`src/rtl/instr_encoder_pkg.sv`:
```
// rtl/instr_encoder_pkg.sv - shared MIPS op enum, opcode/funct constants, field widths, encoder function
// Purpose: single source of truth for instruction encoding values shared with decoders.
// Contents: field widths, op_e enum, opcode/funct constants, enc_t result struct, encode().
package instr_encoder_pkg;

    localparam int OP_W    = 4;
    localparam int REG_W   = 5;
    localparam int IMM_W   = 16;
    localparam int TGT_W   = 26;
    localparam int OPC_W   = 6;
    localparam int FUNCT_W = 6;
    localparam int WORD_W  = 32;

    typedef enum logic [OP_W-1:0] {
        OP_ADD  = 4'd0,
        OP_SUB  = 4'd1,
        OP_AND  = 4'd2,
        OP_OR   = 4'd3,
        OP_SLT  = 4'd4,
        OP_JR   = 4'd5,
        OP_LW   = 4'd6,
        OP_SW   = 4'd7,
        OP_BEQ  = 4'd8,
        OP_BNE  = 4'd9,
        OP_ADDI = 4'd10,
        OP_J    = 4'd11,
        OP_JAL  = 4'd12
    } op_e;

    localparam logic [OPC_W-1:0] OPC_RTYPE = 6'h00;
    localparam logic [OPC_W-1:0] OPC_LW    = 6'h23;
    localparam logic [OPC_W-1:0] OPC_SW    = 6'h2B;
    localparam logic [OPC_W-1:0] OPC_BEQ   = 6'h04;
    localparam logic [OPC_W-1:0] OPC_BNE   = 6'h05;
    localparam logic [OPC_W-1:0] OPC_ADDI  = 6'h08;
    localparam logic [OPC_W-1:0] OPC_J     = 6'h02;
    localparam logic [OPC_W-1:0] OPC_JAL   = 6'h03;

    localparam logic [FUNCT_W-1:0] FUNCT_ADD = 6'h20;
    localparam logic [FUNCT_W-1:0] FUNCT_SUB = 6'h22;
    localparam logic [FUNCT_W-1:0] FUNCT_AND = 6'h24;
    localparam logic [FUNCT_W-1:0] FUNCT_OR  = 6'h25;
    localparam logic [FUNCT_W-1:0] FUNCT_SLT = 6'h2A;
    localparam logic [FUNCT_W-1:0] FUNCT_JR  = 6'h08;

    typedef struct packed {
        logic              legal;
        logic [WORD_W-1:0] word;
    } enc_t;

    function automatic enc_t encode(
        input logic [OP_W-1:0]  op,
        input logic [REG_W-1:0] rs,
        input logic [REG_W-1:0] rt,
        input logic [REG_W-1:0] rd,
        input logic [IMM_W-1:0] imm,
        input logic [TGT_W-1:0] tgt
    );
        enc_t r;
        r.legal = 1'b1;
        case (op_e'(op))
            OP_ADD:  r.word = {OPC_RTYPE, rs, rt, rd, 5'h0, FUNCT_ADD};
            OP_SUB:  r.word = {OPC_RTYPE, rs, rt, rd, 5'h0, FUNCT_SUB};
            OP_AND:  r.word = {OPC_RTYPE, rs, rt, rd, 5'h0, FUNCT_AND};
            OP_OR:   r.word = {OPC_RTYPE, rs, rt, rd, 5'h0, FUNCT_OR};
            OP_SLT:  r.word = {OPC_RTYPE, rs, rt, rd, 5'h0, FUNCT_SLT};
            OP_JR:   r.word = {OPC_RTYPE, rs, 15'h0, FUNCT_JR};
            OP_LW:   r.word = {OPC_LW, rs, rt, imm};
            OP_SW:   r.word = {OPC_SW, rs, rt, imm};
            OP_BEQ:  r.word = {OPC_BEQ, rs, rt, imm};
            OP_BNE:  r.word = {OPC_BNE, rs, rt, imm};
            OP_ADDI: r.word = {OPC_ADDI, rs, rt, imm};
            OP_J:    r.word = {OPC_J, tgt};
            OP_JAL:  r.word = {OPC_JAL, tgt};
            default: begin
                r.legal = 1'b0;
                r.word  = '0;
            end
        endcase
        return r;
    endfunction

endpackage

```
`src/rtl/instr_encoder_if.sv`:
```
// rtl/instr_encoder_if.sv - request and instruction-memory handshake bundle
// Purpose: groups the encode-request stream and the memory-write stream.
// slave modport: encoder side (consumes requests, produces memory writes).
// master modport: requester / memory side.
interface instr_encoder_if;
    import instr_encoder_pkg::*;

    logic              in_valid;
    logic              in_ready;
    logic [OP_W-1:0]   in_op;
    logic [REG_W-1:0]  in_rs;
    logic [REG_W-1:0]  in_rt;
    logic [REG_W-1:0]  in_rd;
    logic [IMM_W-1:0]  in_imm;
    logic [TGT_W-1:0]  in_target;
    logic              out_valid;
    logic              out_ready;
    logic [WORD_W-1:0] out_addr;
    logic [WORD_W-1:0] out_data;

    modport slave (
        input  in_valid, in_op, in_rs, in_rt, in_rd, in_imm, in_target, out_ready,
        output in_ready, out_valid, out_addr, out_data
    );

    modport master (
        output in_valid, in_op, in_rs, in_rt, in_rd, in_imm, in_target, out_ready,
        input  in_ready, out_valid, out_addr, out_data
    );
endinterface

```
`src/rtl/sync_fifo.sv`:
```
// rtl/sync_fifo.sv - single-clock FIFO with occupancy count and synchronous flush
// Ports: clk, reset (async, active-high), flush, wr_en/wr_data, rd_en/rd_data (head entry), count.
// Caller guarantees wr_en only when not full and rd_en only when not empty.
module sync_fifo #(
    parameter int WIDTH = 32,
    parameter int DEPTH = 4
) (
    input  logic                   clk,
    input  logic                   reset,
    input  logic                   flush,
    input  logic                   wr_en,
    input  logic [WIDTH-1:0]       wr_data,
    input  logic                   rd_en,
    output logic [WIDTH-1:0]       rd_data,
    output logic [$clog2(DEPTH):0] count
);
    localparam int AW    = $clog2(DEPTH);
    localparam int CNT_W = AW + 1;

    logic [WIDTH-1:0] mem_q [DEPTH];
    logic [AW-1:0]    wr_ptr_q, wr_ptr_d;
    logic [AW-1:0]    rd_ptr_q, rd_ptr_d;
    logic [CNT_W-1:0] count_q, count_d;

    // Pointers wrap naturally because DEPTH is a power of two.
    always_comb begin
        wr_ptr_d = wr_ptr_q;
        rd_ptr_d = rd_ptr_q;
        count_d  = count_q;
        if (flush) begin
            wr_ptr_d = '0;
            rd_ptr_d = '0;
            count_d  = '0;
        end else begin
            if (wr_en) wr_ptr_d = wr_ptr_q + AW'(1);
            if (rd_en) rd_ptr_d = rd_ptr_q + AW'(1);
            count_d = count_q + CNT_W'(wr_en) - CNT_W'(rd_en);
        end
    end

    always_ff @(posedge clk or posedge reset) begin
        if (reset) begin
            wr_ptr_q <= '0;
            rd_ptr_q <= '0;
            count_q  <= '0;
        end else begin
            wr_ptr_q <= wr_ptr_d;
            rd_ptr_q <= rd_ptr_d;
            count_q  <= count_d;
        end
    end

    // Storage carries no reset; contents are only observed while count != 0.
    always_ff @(posedge clk) begin
        if (wr_en && !flush) mem_q[wr_ptr_q] <= wr_data;
    end

    assign rd_data = mem_q[rd_ptr_q];
    assign count   = count_q;
endmodule

```
`src/rtl/instr_encoder.sv`:
```
// rtl/instr_encoder.sv - MIPS instruction encoder feeding an instruction-memory write stream
// Ports: clk, reset (async, active-high), flush (sync clear), bus (slave: request in,
// memory write out), count (FIFO occupancy), err (sticky illegal-op flag).
module instr_encoder
    import instr_encoder_pkg::*;
#(
    parameter int          DEPTH     = 4,
    parameter logic [31:0] BASE_ADDR = 32'h0000_0000
) (
    input  logic                   clk,
    input  logic                   reset,
    input  logic                   flush,
    instr_encoder_if.slave         bus,
    output logic [$clog2(DEPTH):0] count,
    output logic                   err
);
    localparam int               CNT_W   = $clog2(DEPTH) + 1;
    localparam logic [CNT_W-1:0] DEPTH_C = CNT_W'(DEPTH);

    enc_t              enc;
    logic              accept;
    logic              wr_en;
    logic              rd_en;
    logic [WORD_W-1:0] addr_q, addr_d;
    logic              err_q, err_d;

    assign enc = encode(bus.in_op, bus.in_rs, bus.in_rt, bus.in_rd, bus.in_imm, bus.in_target);

    assign bus.in_ready  = (count < DEPTH_C) && !flush;
    assign bus.out_valid = (count != '0);
    assign accept        = bus.in_valid && bus.in_ready;
    // Illegal ops are consumed from the request stream but never queued.
    assign wr_en         = accept && enc.legal;
    // Flush wins over a pending output transfer.
    assign rd_en         = bus.out_valid && bus.out_ready && !flush;

    sync_fifo #(
        .WIDTH (WORD_W),
        .DEPTH (DEPTH)
    ) u_fifo (
        .clk     (clk),
        .reset   (reset),
        .flush   (flush),
        .wr_en   (wr_en),
        .wr_data (enc.word),
        .rd_en   (rd_en),
        .rd_data (bus.out_data),
        .count   (count)
    );

    always_comb begin
        addr_d = addr_q;
        err_d  = err_q;
        if (flush)      addr_d = BASE_ADDR;
        else if (rd_en) addr_d = addr_q + 32'd4;
        // err survives flush; only reset clears it.
        if (accept && !enc.legal) err_d = 1'b1;
    end

    always_ff @(posedge clk or posedge reset) begin
        if (reset) begin
            addr_q <= BASE_ADDR;
            err_q  <= 1'b0;
        end else begin
            addr_q <= addr_d;
            err_q  <= err_d;
        end
    end

    assign bus.out_addr = addr_q;
    assign err          = err_q;
endmodule
```
`src/flat_wrapper.sv`:
```
// flat-port wrapper written by rule: the top's interface ports become plain ports
module instr_encoder_flat import instr_encoder_pkg::*;
#(
    parameter int          DEPTH     = 4,
    parameter logic [31:0] BASE_ADDR = 32'h0000_0000
)
  (clk, reset, flush, count, err, bus_in_valid, bus_in_op, bus_in_rs, bus_in_rt, bus_in_rd, bus_in_imm, bus_in_target, bus_out_ready, bus_in_ready, bus_out_valid, bus_out_addr, bus_out_data);
  instr_encoder_if bus_i ();
  input  logic clk;
  input  logic reset;
  input  logic flush;
  output logic [$clog2(DEPTH):0] count;
  output logic err;
  input wire logic [$bits(bus_i.in_valid)-1:0] bus_in_valid;
  input wire logic [$bits(bus_i.in_op)-1:0] bus_in_op;
  input wire logic [$bits(bus_i.in_rs)-1:0] bus_in_rs;
  input wire logic [$bits(bus_i.in_rt)-1:0] bus_in_rt;
  input wire logic [$bits(bus_i.in_rd)-1:0] bus_in_rd;
  input wire logic [$bits(bus_i.in_imm)-1:0] bus_in_imm;
  input wire logic [$bits(bus_i.in_target)-1:0] bus_in_target;
  input wire logic [$bits(bus_i.out_ready)-1:0] bus_out_ready;
  output wire logic [$bits(bus_i.in_ready)-1:0] bus_in_ready;
  output wire logic [$bits(bus_i.out_valid)-1:0] bus_out_valid;
  output wire logic [$bits(bus_i.out_addr)-1:0] bus_out_addr;
  output wire logic [$bits(bus_i.out_data)-1:0] bus_out_data;
  assign bus_i.in_valid = bus_in_valid;
  assign bus_i.in_op = bus_in_op;
  assign bus_i.in_rs = bus_in_rs;
  assign bus_i.in_rt = bus_in_rt;
  assign bus_i.in_rd = bus_in_rd;
  assign bus_i.in_imm = bus_in_imm;
  assign bus_i.in_target = bus_in_target;
  assign bus_i.out_ready = bus_out_ready;
  assign bus_in_ready = bus_i.in_ready;
  assign bus_out_valid = bus_i.out_valid;
  assign bus_out_addr = bus_i.out_addr;
  assign bus_out_data = bus_i.out_data;
  instr_encoder #(.DEPTH(DEPTH), .BASE_ADDR(BASE_ADDR)) u_core (.clk(clk), .reset(reset), .flush(flush), .bus(bus_i), .count(count), .err(err));
endmodule
```
`config.mk`:
```
export PLATFORM = sky130hd
export DESIGN_NAME = instr_encoder_flat
export DESIGN_NICKNAME = d
export VERILOG_FILES = /design/src/rtl/instr_encoder_pkg.sv /design/src/rtl/instr_encoder_if.sv /design/src/rtl/sync_fifo.sv /design/src/rtl/instr_encoder.sv /design/src/flat_wrapper.sv
export SDC_FILE = /design/constraint.sdc
export NUM_CORES = 1
export LEC_CHECK = 0
export ABC_AREA = 1
export CORE_MARGIN = 3
export CORE_UTILIZATION = 57
export CTS_CLUSTER_SIZE = 12
export DETAILED_ROUTE_END_ITERATION = 8
export PLACE_DENSITY_LB_ADDON = 0.1
export SLEW_MARGIN = 30
export SYNTH_ARGS = -nofsm -noshare
export SYNTH_HDL_FRONTEND = slang
export SYNTH_SLANG_ARGS = --single-unit
```
`constraint.sdc`:
```
create_clock -name clk -period 5.5 [get_ports clk]
set_input_delay 1.375 -clock clk [delete_from_list [all_inputs] [get_ports clk]]
set_output_delay 1.375 -clock clk [all_outputs]
set_load 0.005 [all_outputs]
```
==> run summary, run 1 <==
Max Clock Freq - 246 MHz
WS Path Type - input port to primary output
crit path buf inv count - 2
TritonCTS clock tree - done
vias in the first global route - 5631
first drt pass iteration count - 5
setup TNS - 0 ns
Most Crowded Layer GR - met2
Mapped Avg Cell Area - 10.2 sq um
# H-tree levels - 4
Post-CTS Resized - 0
drt wl/cell - 16.9 um
status - finished clean
drt via density - 5.53
Nets - 934
Hold Violations, Final - 0
Final Util - 75.2%
Cells after DPL - 1011
clock buffer depth - 2
Max Fanout on Critical Path - 9
RR Startpoint - u_core.u_fifo.count[1]
vias - 5782
CP dominant cell by count - clkdlybuf4s50_1
Distinct cells, synth - 43
Critical Path Start Type - input port
synth top area cells - edfxtp_1, dfrtp_1, nand2_1
initial antenna violation count - 0
Synth Warn # - 0
share of the synthesized area in the top cell type - 49.8%
Min-Delay Path Class - flop to flop
combinational power share - 23.1%
fin crit share - 73.9%
Fin Clk Skew - 0.00712 ns
switching share of power - 28.9%
Placeable Area - 0.0127 sq mm
layout cells sized above 1 - 9.39%
ANT cells - 0
remaining antenna violation count - 0
DP HPWL - 11500 um
Die H - 121 um
# DRC - 0
Die Wd - 121 um
postcts setup bufs - 0
RSZ-0062 raised after global routing - false
min cycle time layout - 4.06 ns
crit end category - primary output
Finish-stage setup viols - 0
critical path's slowest cell - clkdlybuf4s50_1
Synth async-reset ratio - 23.5%
Final Wtd Congestion - 0.876
GRT Overall Usage - 25.1%
worst-path cell chain - clkdlybuf4s50_1, nor2_1, clkdlybuf4s50_1
Clock power frac - 33.9%
Initial Utilization - 58.8%
P_sw - 0.953 mW
worst hold start - u_core.err
CP delay by family, top - buffers and inverters
met3 GRT Util - 6.08%
pwr dens - 344 mW/mm^2
Synth area leader - edfxtp_1
critical path launch point - flush
crit path DAT - 2.69 ns
largest net degree at the start of global routing - 64
synthesized flop and latch total - 162
max_cap viols - 0
clock root buffer - clkbuf_16
Final Max Slew Viols - 0
global-route wire length before repair - 28200 um
met2 GRT Util - 41.4%
EDFF count, synth - 124
Mapped Cells - 732
total CTS buffers - 17
slowest cell delay on critical path - 0.57 ns
count of clock tree sinks - 162
grt met1 use - 32.7%
GRT overflow - 0
WL final - 17700 um
VDD IR max - 299 uV
boundary pin count - 136
Worst Max-Slew Pin Slew - 0.923 ns
drt first-iter violations - 645
die area - 0.0145 sq mm
internal cell power - 2.34 mW
Synth Flop Type - edfxtp_1
row count - 41
cell area after synthesis - 0.00748 sq mm
clock slew seen by the registers of the worst setup and hold paths - 0.07 ns
CP required - 4.12 ns
Post-Layout Cell Count - 1045
Seq/Total Area, Yosys - 62.5%
P&R area growth vs syn - 28.0%
CTS Hold Bufs - 0
headroom to the max-slew limit - 38.4%
Clk Latency, worst-skew pair - 0.43 ns
Static Leak - 3.65 nW
input/output buffers - 132
Seq pwr share - 43.0%
## cell usage after synthesis, types with 3 or more instances
cell type    n
nand2_1    125
o22ai_1     31
nand4_1      5
nand2_4      4
ha_1         7
inv_2        5
nor2_2       8
clkbuf_1    16
edfxtp_1   124
a21oi_1     18
inv_1       51
nor3_1       6
nand3_1     29
buf_2        6
nor2_1     121
buf_4        3
buf_6        6
dfrtp_1     38
nand2_2      4
nor2_4       6
o21ai_0     85
a22o_1       7
## path summary, 6_finish.rpt
| check | to | slack [ns] | cells after the start |
|---|---|---|---|
| setup reg to reg | u_core.u_fifo.count[2] | 3.24 | 11 |
| hold reg to reg | u_core.err | 0.50 | 1 |
| max in group asynchronous | u_core.u_fifo.rd_ptr_q[0] | 3.75 | 3 |
| setup / recovery | bus_in_ready | 1.44 | 3 |
| hold / removal | u_core.err | 0.50 | 1 |
| min in group asynchronous | u_core.bus.out_addr[24] | 1.37 | 3 |
## routing by layer
metal	share of wire [%]	routed length, um
met5	0	0
met4	1.8	312
met3	6.9	1220
met2	49	8630
met1	43	7520
## flip-flops by register name (all words and copies together), names as in the netlist
register / flops
u_core.u_fifo.count: 3
u_core.u_fifo.wr_ptr_q: 2
u_core.u_fifo.mem_q: 124
u_core.bus.out_addr: 30
u_core.u_fifo.rd_ptr_q: 2
u_core.err: 1
## worst register-to-register path, delay by kind of cell, from the launching register on
kind	cells	cell delay [ns]
AO/OA/AOI/OAI	2	0.23
adder cells (fa/ha/maj)	3	0.81
buffers and inverters	2	0.10
flip-flops	1	0.45
AND/OR/NAND/NOR	4	0.57
## cell type report
| class | instances | area [sq um] |
|---|---|---|
| clock inverters | 15 | 139 |
| well taps | 172 | 215 |
| fillers | 898 | 3150 |
| clock buffers | 17 | 425 |
| multi-input cells | 482 | 2440 |
| flip-flops and latches | 162 | 4680 |
| inverters | 57 | 214 |
| repair buffers | 140 | 1460 |
## cell usage in the layout, fill, tap and decap left out, types with 2 or more instances in the layout
| cell type | count |
|---|---|
| nor2_1 | 117 |
| clkbuf_16 | 17 |
| nand3_2 | 2 |
| nor3b_1 | 2 |
| edfxtp_1 | 124 |
| clkinv_4 | 3 |
| inv_8 | 4 |
| o21ai_1 | 2 |
| o21ai_0 | 85 |
| buf_16 | 4 |
| nor3_1 | 6 |
| nand4_1 | 5 |
| buf_4 | 4 |
| o22ai_1 | 31 |
| clkdlybuf4s50_1 | 132 |
| nand2_4 | 4 |
| nor2_4 | 10 |
| inv_1 | 50 |
| a22o_1 | 7 |
| inv_6 | 6 |
| a21oi_1 | 18 |
| conb_1 | 3 |
| and3_1 | 2 |
| nand2_1 | 125 |
| dfrtp_1 | 37 |
| ha_1 | 7 |
| nand2_2 | 4 |
| o311ai_0 | 2 |
| inv_2 | 6 |
| nor2_2 | 8 |
| clkinvlp_4 | 2 |
| nand3_1 | 29 |
## logic make-up (layout without fill, tap and decap cells)
| family | Yosys count | after routing | synth area share, % |
|---|---|---|---|
| AOI/OAI and AO/OA | 153 | 153 | 11.7 |
| and+or+nand+nor | 317 | 317 | 18.8 |
| DFF | 162 | 162 | 62.5 |
| xor gates and xnor gates | 1 | 1 | 0.117 |
| other | 1 | 3 | 0.0502 |
| buffers and inverters | 90 | 229 | 5.37 |
| adders and majority gates | 8 | 8 | 1.44 |
## power groups by stage
stage               Clock (mW)  Sequential [mW]  Combinational [mW]
floorplan                    0             1.44               0.376
global placement             0             1.44               0.731
detailed placement           0             1.44               0.758
CTS                       1.13             1.42               0.764
global route              1.19             1.42               0.836
finish                    1.12             1.42               0.762
## stage by stage
stage | hold slack, ns | area (sq um) | setup slack, ns | power, mW
after global routing | 0.546 | 9570 | 1.39 | 3.45
after detailed placement | 0.477 | 8950 | 1.44 | 2.20
final | 0.504 | 9570 | 1.44 | 3.30
after floorplan | 0.468 | 7480 | 1.79 | 1.82
after CTS | 0.503 | 9510 | 1.42 | 3.31
after global placement | 0.489 | 8890 | 1.47 | 2.17
Note: power is estimated with default switching activity, not from simulation.
==> run 2: changes to the inputs <==
- CORE_UTILIZATION: 57 -> 48
- clock period: 5.5 -> 3.3 ns (I/O delays scaled with it)
==> run 2 against run 1 <==
Effect of this change: critical path type is now flop to primary output; utilization fell by 11 points; clock power increased by 61%; wire length up 2.1%; non-clock buffer count rose by 14; combinational power increased by 68%; cell area increased by 0.50%; hold slack got worse by 0.028 ns; sequential share of layout area shrank 0.24 points; critical endpoint is now bus_out_data[3]; sequential power increased by 68%.
==> run summary, run 2 (synthesis results as in run 1) <==
worst hold start - u_core.err
postcts setup bufs - 0
fin crit share - 93.6%
Worst Max-Slew Pin Slew - 0.762 ns
DP HPWL - 12200 um
P&R area growth vs syn - 28.6%
Max Fanout on Critical Path - 32
met2 GRT Util - 34.5%
layout cells sized above 1 - 10.4%
CTS Hold Bufs - 0
most frequent cells in the layout - clkdlybuf4s50_1, nand2_1, edfxtp_1
Final Power - 5.47 mW
critical path launch point - u_core.u_fifo.rd_ptr_q[0]
max_cap viols - 0
Hold Violations, Final - 0
initial antenna violation count - 0
max reg flops - 124
die area - 0.0171 sq mm
RR Startpoint - u_core.u_fifo.count[1]
first drt pass iteration count - 5
Worst R2R End - u_core.u_fifo.count[2]
Placed Area - 0.00907 sq mm
grt met1 use - 30.0%
total CTS buffers - 17
Min-Delay Path Class - flop to flop
Top reg by flops - u_core.u_fifo.mem_q
# DRC - 0
Initial Utilization - 50.3%
CP delay by family, top - buffers and inverters
WS Path Type - flop to primary output
WL final - 18100 um
largest net degree at the start of global routing - 47
GRT Overall Usage - 21.6%
global-route wire length before repair - 28200 um
status - finished clean
Clk Latency, worst-skew pair - 0.41 ns
Final Util - 64.7%
crit path DAT - 2.26 ns
boundary pin count - 136
slowest cell delay on critical path - 0.54 ns
Post-CTS Resized - 0
RSZ-0062 raised after global routing - false
met3 GRT Util - 4.31%
Die H - 131 um
fill cell instance count of the final layout - 1183
Critical Path Start Type - flop
Placeable Area - 0.0149 sq mm
Post-Layout Cell Count - 1071
fin area - 0.00962 sq mm
Final Wtd Congestion - 0.898
vias in the first global route - 5548
min cycle time layout - 3.09 ns
Hold EP - u_core.err
GRT overflow - 0
clock buffer depth - 2
crit end category - primary output
Final Max Slew Viols - 0
Max Clock Freq - 324 MHz
FF-to-FF setup slack - 1.01 ns
drt wl/cell - 16.9 um
clock slew seen by the registers of the worst setup and hold paths - 0.06 ns
count of clock tree sinks - 162
Static Leak - 3.68 nW
Finish-stage setup viols - 0
Cells after DPL - 1039
setup TNS - 0 ns
drt via density - 5.38
clock root buffer - clkbuf_16
Reg2Reg Depth - 11
Nets - 948
headroom to the max-slew limit - 48.6%
drt first-iter violations - 335
row count - 44
remaining antenna violation count - 0
pwr dens - 568 mW/mm^2
WHS Path Cells - 1
VDD IR max - 486 uV
worst-path cell chain - inv_2, buf_4, o21ai_0, o22ai_1, clkdlybuf4s50_1
Fin Clk Skew - 0.00606 ns
critical path's slowest cell - dfrtp_2
vias - 5764
ANT cells - 0
input/output buffers - 132
CP required - 2.47 ns
# H-tree levels - 4
Die Wd - 131 um
Most Crowded Layer GR - met2
crit path buf inv count - 3
TritonCTS clock tree - done
most common cell after layout, fill and taps aside - clkdlybuf4s50_1
run 2: cell count changes in the layout (fill, tap and decap cells not counted), moves of 4 or more:
cell and change:
buf_16 -4, buf_4 +15, clkbuf_1 +4, clkinv_2 +4
inv_6 -5, inv_8 -4
run 2: worst reg2reg max path, cell delays in order, from the launching register on:
cell     delay [ns]
dfrtp_1        0.46
nor2_1         0.16
nand2_2        0.09
nand2_4        0.20
nor2_1         0.11
ha_1           0.28
inv_1          0.06
ha_1           0.14
inv_1          0.05
fa_1           0.38
o21ai_0        0.18
a21oi_1        0.07
run 2: where the power goes:
group          switching [mW]  internal (mW)
Clock                   0.745           1.05
Combinational           0.668          0.608
Sequential             0.0707           2.32
Total                    1.48           3.98
run 2: worst max-delay path by stage:
stage / to / cells past startpoint
after floorplan: u_core.u_fifo.mem_q[0][0] / 6
after global placement: u_core.u_fifo.count[2] / 10
after detailed placement: u_core.u_fifo.count[2] / 10
after CTS: bus_out_data[31] / 5
after global routing: bus_out_data[3] / 5
final: bus_out_data[3] / 5
run 2: layout make-up:
| cell class | count | area, sq um | area share, % |
|---|---|---|---|
| sequential | 162 | 4680 | 48.6 |
| tap | 184 | 230 | 2.39 |
| inverter | 57 | 214 | 2.22 |
| multi-input combinational | 482 | 2440 | 25.4 |
| timing repair buffer | 154 | 1520 | 15.8 |
| clock inverter | 10 | 88.8 | 0.924 |
| clock buffer | 22 | 454 | 4.72 |
run 2: through the flow:
| stage | setup WS (ns) | hold WS, ns |
|---|---|---|
| 2_1_floorplan | 0.135 | 0.468 |
| 3_3_place_gp | 0.420 | 0.480 |
| 3_5_place_dp | 0.326 | 0.461 |
| 4_1_cts | 0.120 | 0.478 |
| 5_1_grt | 0.0558 | 0.492 |
| 6_report | 0.211 | 0.476 |
run 2: layer usage:
metal	vias up	part of all wire (%)
met2	166	48
met3	18	5.0
met1	2783	46
li1	2797	-
met4	0	1.2
met5	-	0
==> run 3: changes to the inputs <==
--- a/config.mk
+++ b/config.mk
@@ -10,3 +10,3 @@
 export CORE_UTILIZATION = 48
-export CTS_CLUSTER_SIZE = 12
+export CTS_CLUSTER_SIZE = 8
 export DETAILED_ROUTE_END_ITERATION = 8
==> constraint.sdc (replaced) <==
create_clock -name clk -period 2.5 [get_ports clk]
set_input_delay 0.25 -clock clk [delete_from_list [all_inputs] [get_ports clk]]
set_output_delay 0.25 -clock clk [all_outputs]
set_load 0.005 [all_outputs]
==> run 3 against run 2 <==
Effect of this change: non-clock buffer count decreased by 3; cell area increased by 0.83%; die area unchanged; first-iteration DRC count increased by 25%; clock power increased by 42%; hold slack got worse by 0.23 ns; via count increased by 1.0%; combinational power increased by 37%; utilization increased by 0.54 points; setup slack got worse by 0.066 ns; critical endpoint is now bus_out_data[26]; largest cell class unchanged.
==> run summary, run 3 (synthesis results as in run 1) <==
VDD IR max - 495 uV
FF-to-FF setup slack - 0.41 ns
Final Max Slew Viols - 0
drt wl/cell - 17.1 um
Hold Violations, Final - 0
ANT cells - 0
remaining antenna violation count - 0
fill cell instance count of the final layout - 1191
initial antenna violation count - 1
# DRC - 0
max reg flops - 124
max_cap viols - 0
Final Power - 7.43 mW
CP Capture Point - bus_out_data[26]
CTS Hold Bufs - 0
P&R area growth vs syn - 29.7%
Max Fanout on Critical Path - 28
Static Leak - 3.70 nW
status - finished clean
min cycle time layout - 2.36 ns
Final Util - 65.2%
Reg2Reg Depth - 11
count of clock tree sinks - 162
clock root buffer - clkbuf_16
Finish-stage setup viols - 0
fin crit share - 94.2%
most frequent cells in the layout - clkdlybuf4s50_1, nand2_1, edfxtp_1
# H-tree levels - 4
Top reg by flops - u_core.u_fifo.mem_q
Worst Max-Slew Pin Slew - 0.795 ns
clock slew seen by the registers of the worst setup and hold paths - 0.06 ns
drt first-iter violations - 420
Fin Clk Skew - 0.00787 ns
Initial Utilization - 50.3%
global-route wire length before repair - 29000 um
Critical Path Start Type - flop
Nets - 945
clock buffer depth - 2
die area - 0.0171 sq mm
input/output buffers - 132
Min-Delay Path Class - input port to asynchronous set/reset pin
Worst R2R End - u_core.u_fifo.count[2]
most common cell after layout, fill and taps aside - clkdlybuf4s50_1
largest net degree at the start of global routing - 64
drt via density - 5.45
TritonCTS clock tree - done
RSZ-0062 raised after global routing - false
DP HPWL - 12000 um
layout cells sized above 1 - 10.5%
pwr dens - 766 mW/mm^2
CP required - 2.25 ns
total CTS buffers - 17
GRT overflow - 0
Final Wtd Congestion - 0.864
Die Wd - 131 um
Die H - 131 um
crit end category - primary output
GRT Overall Usage - 22.1%
RR Startpoint - u_core.u_fifo.count[1]
first drt pass iteration count - 4
row count - 44
WL final - 18300 um
crit path DAT - 2.11 ns
critical path launch point - u_core.u_fifo.rd_ptr_q[0]
boundary pin count - 136
WS Path Type - flop to primary output
headroom to the max-slew limit - 46.3%
Max Clock Freq - 425 MHz
Placeable Area - 0.0149 sq mm
Clk Latency, worst-skew pair - 0.43 ns
vias - 5824
vias in the first global route - 5687
## run 3: cell count changes in the layout (fill, tap and decap cells not counted), sizes merged
cell / delta
clkbuf: -4
bufinv: +1
buf: -3
inv: +3
## run 3: metrics by stage
step	setup slack (ns)	instances	TNS [ns]	hold WS (ns)	area, sq um
final	0.144	1068	0	0.249	9700
after global placement	0.317	1036	0	0.480	9100
after global routing	0.0379	1068	0	0.301	9700
after CTS	0.0240	1068	0	0.254	9680
after floorplan	-0.0898	734	-11.13	0.399	7480
after detailed placement	0.255	1036	0	0.483	9100
## run 3: worst min-delay path by stage
stage                     depth (start not counted)  slack, ns    startpoint                       to
after global placement                            1       0.48    u_core.err               u_core.err
after detailed placement                          1       0.48    u_core.err               u_core.err
after global routing                              3       0.30         reset  u_core.bus.out_addr[29]
after CTS                                         3       0.25         reset  u_core.bus.out_addr[14]
final                                             3       0.25         reset  u_core.bus.out_addr[29]
after floorplan                                   2       0.40  bus_in_valid               u_core.err
## run 3: final cells by class
| type | count | area [sq um] | area share (%) |
|---|---|---|---|
| inverters | 57 | 218 | 2.25 |
| clock inverters | 14 | 153 | 1.57 |
| flip-flops and latches | 162 | 4680 | 48.2 |
| clock buffers | 18 | 429 | 4.43 |
| multi-input cells | 482 | 2440 | 25.2 |
| repair buffers | 151 | 1550 | 15.9 |
| well taps | 184 | 230 | 2.37 |
## run 3: power breakdown
group	internal, mW	switching, mW	total [mW]
combinational	0.827	0.928	1.76
sequential	3.06	0.0598	3.12
clock	1.48	1.07	2.55
## run 3: timing repair
action	CTS	global route
endpoints found under the hold margin	0	0
setup buffers	0	0
gates resized for setup	0	4
setup endpoints to repair	0	7
## run 3: layer usage
metal / up-vias / share of wire (%) / GRT usage [%]
met5: - / 0.071 / 0
met4: 2 / 2.1 / 8.53
met3: 26 / 5.8 / 4.76
met2: 198 / 47 / 35.2
met1: 2802 / 45 / 29.9
li1: 2796 / - / -
## run 3: critical path, stage by stage (launching register included)
cell and delay [ns]:
dfrtp_2 0.43, inv_2 0.06, buf_4 0.29, nor2_1 0.10, o22ai_2 0.25, clkdlybuf4s50_1 0.54
